### config.mk
export PLATFORM = sky130hd
export DESIGN_NAME = alu_flag_latch
export DESIGN_NICKNAME = d
export VERILOG_FILES = /design/src/rtl/alu_flag_latch.sv
export SDC_FILE = /design/constraint.sdc
export NUM_CORES = 1
export LEC_CHECK = 0
export BUFFER_PORTS_ARGS = -buffer_cell sky130_fd_sc_hd__buf_2
export CAP_MARGIN = 5
export CORE_MARGIN = 1
export CORE_UTILIZATION = 40
export DETAILED_ROUTE_END_ITERATION = 8
export PLACE_DENSITY = 0.75
export SLEW_MARGIN = 20
export SYNTH_ARGS = -nofsm -noshare
export SYNTH_HDL_FRONTEND = slang
export SYNTH_SLANG_ARGS = --single-unit
### constraint.sdc
create_clock -name i_clk -period 1.65 [get_ports i_clk]
set_input_delay 0.0825 -clock i_clk [delete_from_list [all_inputs] [get_ports i_clk]]
set_output_delay 0.0825 -clock i_clk [all_outputs]
set_load 0.02 [all_outputs]
### src/rtl/alu_flag_latch.sv
// alu_flag_latch: result/flag register stage behind the jrb8 ALU, with jump-condition evaluation.
// Optional flag stack for call/interrupt save/restore is built when `ALU_FLAG_STACK_EN is defined.
module alu_flag_latch #(
    parameter int STACK_DEPTH = 4
) (
    input  logic       i_clk,
    input  logic       i_rst,
    input  logic [7:0] i_alu_result,
    input  logic       i_alu_carry,
    input  logic       i_alu_over,
    input  logic       i_alu_cmp,
    input  logic       i_latch,
    input  logic [2:0] i_cond,
    input  logic       i_cond_req,
    input  logic       i_flag_push,
    input  logic       i_flag_pop,
    output logic [7:0] o_result,
    output logic       o_result_valid,
    output logic [3:0] o_flags,
    output logic       o_carry_fb,
    output logic       o_take,
    output logic       o_take_valid,
    output logic       o_stk_err
);
    // Flag bit order is {O,C,S,Z}
    logic [7:0] r_result;
    logic       r_result_valid;
    logic [3:0] r_flags;
    logic       r_take;
    logic       r_take_valid;

    logic [3:0] w_latch_flags;
    logic [3:0] w_next_flags;
    logic [3:0] w_pop_flags;
    logic       w_pop_ok;
    logic       w_take;

    assign w_latch_flags = {i_alu_over, i_alu_carry, i_alu_result[7], (i_alu_result == 8'h00)};

`ifdef ALU_FLAG_STACK_EN
    localparam int SPW = $clog2(STACK_DEPTH + 1);

    logic [SPW-1:0] r_sp;
    logic [3:0]     r_stack [STACK_DEPTH];
    logic           r_stk_err;
    logic           w_push_ok;
    logic           w_stk_fault;

    // Pop outranks push; an overflowing push or underflowing pop is dropped and reported.
    always_comb begin
        w_pop_ok    = i_flag_pop && (r_sp != {SPW{1'b0}});
        w_push_ok   = i_flag_push && !i_flag_pop && (r_sp != SPW'(STACK_DEPTH));
        w_stk_fault = (i_flag_pop && (r_sp == {SPW{1'b0}})) ||
                      (i_flag_push && !i_flag_pop && (r_sp == SPW'(STACK_DEPTH)));
        w_pop_flags = 4'b0000;
        for (int i = 0; i < STACK_DEPTH; i++) begin
            if (r_sp == SPW'(i + 1)) begin
                w_pop_flags = r_stack[i];
            end else begin
                w_pop_flags = w_pop_flags;
            end
        end
    end

    // Stack pointer, storage and sticky error; push saves the flags as they were before this edge.
    always_ff @(posedge i_clk) begin
        if (i_rst) begin
            r_sp      <= {SPW{1'b0}};
            r_stk_err <= 1'b0;
            for (int i = 0; i < STACK_DEPTH; i++) begin
                r_stack[i] <= 4'b0000;
            end
        end else begin
            if (w_pop_ok) begin
                r_sp <= r_sp - SPW'(1);
            end else if (w_push_ok) begin
                r_sp <= r_sp + SPW'(1);
            end
            if (w_stk_fault) begin
                r_stk_err <= 1'b1;
            end
            for (int i = 0; i < STACK_DEPTH; i++) begin
                if (w_push_ok && (r_sp == SPW'(i))) begin
                    r_stack[i] <= r_flags;
                end
            end
        end
    end

    assign o_stk_err = r_stk_err;
`else
    logic w_unused_stk;

    assign w_pop_ok     = 1'b0;
    assign w_pop_flags  = 4'b0000;
    assign w_unused_stk = ^{i_flag_push, i_flag_pop};
    assign o_stk_err    = 1'b0;
`endif

    // Flags about to be written this edge; also the bypass source for condition evaluation.
    always_comb begin
        if (w_pop_ok) begin
            w_next_flags = w_pop_flags;
        end else if (i_latch) begin
            w_next_flags = w_latch_flags;
        end else begin
            w_next_flags = r_flags;
        end
    end

    // Jump condition decode against the bypassed flags.
    always_comb begin
        case (i_cond)
            3'd0:    w_take = 1'b1;
            3'd1:    w_take = w_next_flags[0];
            3'd2:    w_take = !w_next_flags[0];
            3'd3:    w_take = w_next_flags[2];
            3'd4:    w_take = !w_next_flags[2];
            3'd5:    w_take = w_next_flags[1];
            3'd6:    w_take = w_next_flags[3];
            3'd7:    w_take = w_next_flags[1] ^ w_next_flags[3];
            default: w_take = 1'b0;
        endcase
    end

    // Result, flag and condition-outcome registers.
    always_ff @(posedge i_clk) begin
        if (i_rst) begin
            r_result       <= 8'h00;
            r_result_valid <= 1'b0;
            r_flags        <= 4'b0000;
            r_take         <= 1'b0;
            r_take_valid   <= 1'b0;
        end else begin
            r_flags        <= w_next_flags;
            r_result_valid <= i_latch && !i_alu_cmp;
            if (i_latch && !i_alu_cmp) begin
                r_result <= i_alu_result;
            end
            r_take_valid <= i_cond_req;
            if (i_cond_req) begin
                r_take <= w_take;
            end
        end
    end

    assign o_result       = r_result;
    assign o_result_valid = r_result_valid;
    assign o_flags        = r_flags;
    assign o_carry_fb     = r_flags[2];
    assign o_take         = r_take;
    assign o_take_valid   = r_take_valid;
endmodule

After elaboration in Yosys (flattened, before gate mapping):

Cells that the tools add are included.

* logic and storage cells: 21
* ROM bits: 0
* RAM bits: 0
* bits in latches: 0
* memories kept: 0
* bits in registers: 15
* output and inout port bits: 17

* equal/unequal tests: 7
* mux-type cells: 2
* $mul: 0
* divide/modulo/power cells: 0
* $add $sub $neg: 0
* bitwise operators: 1
* reductions and logical operators: 6
* $lt $le $gt $ge: 0
* shifts and indexed selects: 0

Operators by type and width (number)
* 3-bit == test, second input constant: 4
* 8-bit zero test: 1
* 1-bit one-hot mux with 8 select lines: 1
* 3-bit by 2-bit == test with 1-bit output, second input constant: 2
* 4-bit two-way mux: 1
* 3-bit by 1-bit == test with 1-bit output, second input constant: 1
* 1-bit zero test: 3
* 3-bit zero test: 1
* 1-bit logical AND: 1
* 1-bit XOR: 1

Depth between registers and ports, before layout:

* word-level depth: 4
* depth in mapped cells: 5
* depth with buffers taken out: 4

Worst setup path before layout:

No wires, ideal clock.

* kind: register to register
* start point: reg r_flags[3], in the netlist o_flags[3]
* end point: reg r_take, in the netlist o_take
* period minus slack after synthesis: 1.482 ns
* arrival time: 1.406 ns
* library setup time: 0.077 ns
* stages on the path, launching flop included: 5
* slack: 0.168 ns
* required time: 1.573 ns
* cells stage by stage: dfxtp_1 > mux2_4 > a211o_1 > a311o_1 > a41oi_2

* word-level cells in the longest chain between the ends: 3

RTL lines
* from (decl): RTL line 28 `logic [3:0] r_flags;`
* from (signal assigned): RTL line 135 `r_flags <= w_next_flags;`
* 4-bit two-way mux *: RTL line 104 `end else if (i_latch) begin`
* 1-bit XOR: RTL line 121 `3'd7: w_take = w_next_flags[1] ^ w_next_flags[3];`
* 1-bit one-hot mux with 8 select lines *: RTL line 113 `case (i_cond)`
* to (signal assigned): RTL line 142 `r_take <= w_take;`
* to (decl): RTL line 29 `logic r_take;`

Mark *: on every way between the ends. The rest lies on a longest branch, timed or not.
A chain may end at the register's enable or synchronous reset.

Final worst setup path:

Same ends and word-level chain as after synthesis.

==> results by group <==
Synthesis
  – Ys flop type: dfxtp_1
  – Post-synthesis sequential area ratio: between 40 and 50%
  – Seq cells post-synth: 15
  – Post-Syn Area per Cell: ~8.4 um^2
  – Number of synthesized flops with an enable pin: 0
  – Synthesized net count: 96
  – Largest cells by area after synthesis: dfxtp_1 (47%), nand2_1 (11%), a21oi_1 (7.8%)
  – Yosys warning count: 0
  – Post-synth top area share: 46.9%
  – Leading area contributor after synthesis: dfxtp_1
  – Cell count after synthesis: 76
  – Distinct cell type count after synthesis: 23
  – Synth cell count leaders: nand2_1 (19), dfxtp_1 (15), a21oi_1 (10)
  – Share of synthesized registers carrying an async set or reset: 0%
  – Post-Syn Area: ~640 um^2
  – Most frequent cell after synthesis: nand2_1

Detailed routing
  – DRC violations left: 0
  – Via count: slightly below 600
  – Via-per-instance ratio: slightly below 5
  – Detailed Route Iter0 Violations: 7
  – Antenna Nets Post-Route: 0
  – Average wire per standard cell: about 10 um
  – Drt pass-1 iters: 4
  – WL final: approximately 1300 um

Place
  – RePlAce Congestion: 0.739
  – PortBufs: 33
  – HPWL Detailed: 989 um

Die
  – Num ports: 37
  – Initial Utilization: around 43%
  – Die ar.: about 1800 um^2
  – Std-Cell Rows: 14
  – Die height: ~42 um
  – Core area: 1510 um^2
  – Die width: 42.0 um

Setup path
  – Critical Path Source Type: register
  – Crit path largest cell delay: between 300 and 400 ps
  – WS Path Type: register to register
  – CP max-delay cell: a311o_1
  – CP Capture Type: register
  – CP arrival: 1660 ps
  – Max Fanout on Critical Path: 3
  – Critical Path, Cell by Cell: mux2_4, a211o_1, a311o_1, a41oi_2
  – Crit path required time: between 1500 and 2000 ps

Timing
  – Final period utilization: roughly nine tenths
  – Actual slew at the worst max-slew pin: around 510 ps
  – Fin crit period: about 1500 ps
  – Relative slew margins: about two thirds
  – Final Hold Vio Count: 0
  – Worst Skew: 3.63 ps
  – RSZ-0062 raised after global routing: false
  – Fmax: roughly 690 MHz
  – Final Max Tran Viols: 0
  – Setup TNS: 0 ps
  – Final setup fails: 0

Power
  – Power Density: ~900 nW/um^2
  – Sw power: 0.188 mW
  – Switching Share: 26.5%
  – Comb pwr share: 17.8%
  – Power Internal: between 0.5 and 0.6 mW
  – Peak VDD IR: roughly 0.50 mV
  – Seq pwr share: 54.3%
  – Leakage: roughly 0.40 nW
  – Clock group share of total power: roughly 28%

Clocking
  – CTS tree: done
  – Post-CTS Resized: 0
  – Post-CTS Hold Buffers: 0
  – Post-CTS Setup Bufs: 0
  – Clock buffer count from CTS: 3
  – H-tree Lvls: 1
  – Insertion delay to the later sink of the worst-skew pair: between 200 and 300 ps
  – Root Driver: clkbuf_4
  – Clock transition at path regs: 90 ps
  – CTS Sinks: 15
  – CTS max path bufs: 2

GRT
  – Largest net degree at the start of global routing: 16
  – GRT overflow: 0
  – Global routing's busiest layer: met2
  – Global-route wire length before repair: a little under 2000 um
  – M1 GR Usage: about a fifth
  – Met2 usage: ~23%
  – Gr usage total: around 14%
  – Initial antenna violation count: 0
  – GR Layer Usage met3: approximately 2.6%
  – Vias in the first global route: between 400 and 500

Final layout
  – Final net count: 128
  – Area Overhead vs Synth: 27.1%
  – Share of cells above drive strength 1: a little over a third
  – Util after Layout: between 50% and 60%
  – FILL cells: 159
  – Antenna diode count: 0

Outcome
  – Status: finished, final reports clean

Hold path
  – Type of the tightest min-delay check: input pin to register

Job
  – Max Cap Viol: 0
-- final timing paths --
path	startpoint	endpoint	slack [ps]	depth (start not counted)
max reg2reg	o_flags[3]	o_take	190	4
min reg2reg	o_result[2]	o_result[2]	450	2
max	o_flags[3]	o_take	190	4
min	i_cond_req	o_take	50	2
-- state kept, by name, indices dropped and copies added, names as in the netlist --
register,flops
o_flags,4
o_take_valid,1
o_result,8
o_take,1
o_result_valid,1
-- cell usage in the layout, fill, tap and decap left out --
| cell type | synthesis | routed |
|---|---|---|
| mux2i_1 | 2 | 2 |
| nor2b_1 | 3 | 3 |
| o21ai_0 | 2 | 2 |
| nor3_1 | 1 | 1 |
| dfxtp_1 | 15 | 15 |
| a211o_1 | 1 | 1 |
| mux2_4 | 1 | 1 |
| mux2_2 | 1 | 1 |
| a21oi_1 | 10 | 10 |
| nand4b_1 | 1 | 1 |
| nor4_1 | 1 | 1 |
| nand2b_1 | 1 | 1 |
| a311o_1 | 1 | 1 |
| nor2_1 | 5 | 5 |
| a41oi_2 | 1 | 1 |
| nand2_1 | 19 | 19 |
| inv_1 | 2 | 2 |
| or2b_1 | 1 | 1 |
| o211ai_1 | 1 | 1 |
| buf_2 | 0 | 33 |
| conb_1 | 1 | 1 |
| clkbuf_4 | 0 | 3 |
| clkbuf_1 | 3 | 1 |
-- metrics by stage --
stage	hold slack (ps)	instance area, um^2	instances	total power [mW]	setup slack, ps
after CTS	43.5	815	123	0.724	176
after floorplan	152	641	76	0.477	168
after detailed placement	334	788	119	0.523	202
final	48.3	815	123	0.712	192
after global placement	329	788	119	0.520	225
after global routing	36.5	815	123	0.756	148
-- cell families (layout without fill, tap and decap cells) --
logic type	Yosys count	after routing	share of synthesized area (%)
compound gates	16	16	16.0
buf+inv	8	39	7.03
flops	15	15	46.9
mux	4	4	7.23
other cells	1	1	0.585
simple gates	32	32	22.3
-- worst max-delay path, delay by kind of cell (launching register included) --
kind,cells,cell delay (ps)
AO/OA/AOI/OAI,3,790
flip-flops,1,320
multiplexers,1,280
-- metal layers --
layer / part of all wire [%] / up-vias
met5: 0 / -
met2: 44 / 25
met4: 0.88 / 0
met1: 48 / 253
li1: - / 312
met3: 6.8 / 2
-- power by group through the flow --
stage	combinational, mW	sequential (mW)	clock (mW)
after floorplan	0.0589	0.418	0
after global placement	0.126	0.395	0
after detailed placement	0.128	0.395	0
after CTS	0.128	0.387	0.209
after global routing	0.138	0.389	0.229
final	0.127	0.386	0.199
-- cell type report --
type	instances	area [um^2]	area share (%)
inverters	2	7.51	0.922
clock buffers	4	26.3	3.23
well taps	16	20.0	2.46
multi-input cells	53	295	36.3
flip-flops and latches	15	300	36.9
repair buffers	33	165	20.3
Power figures use the tool's default switching activity.
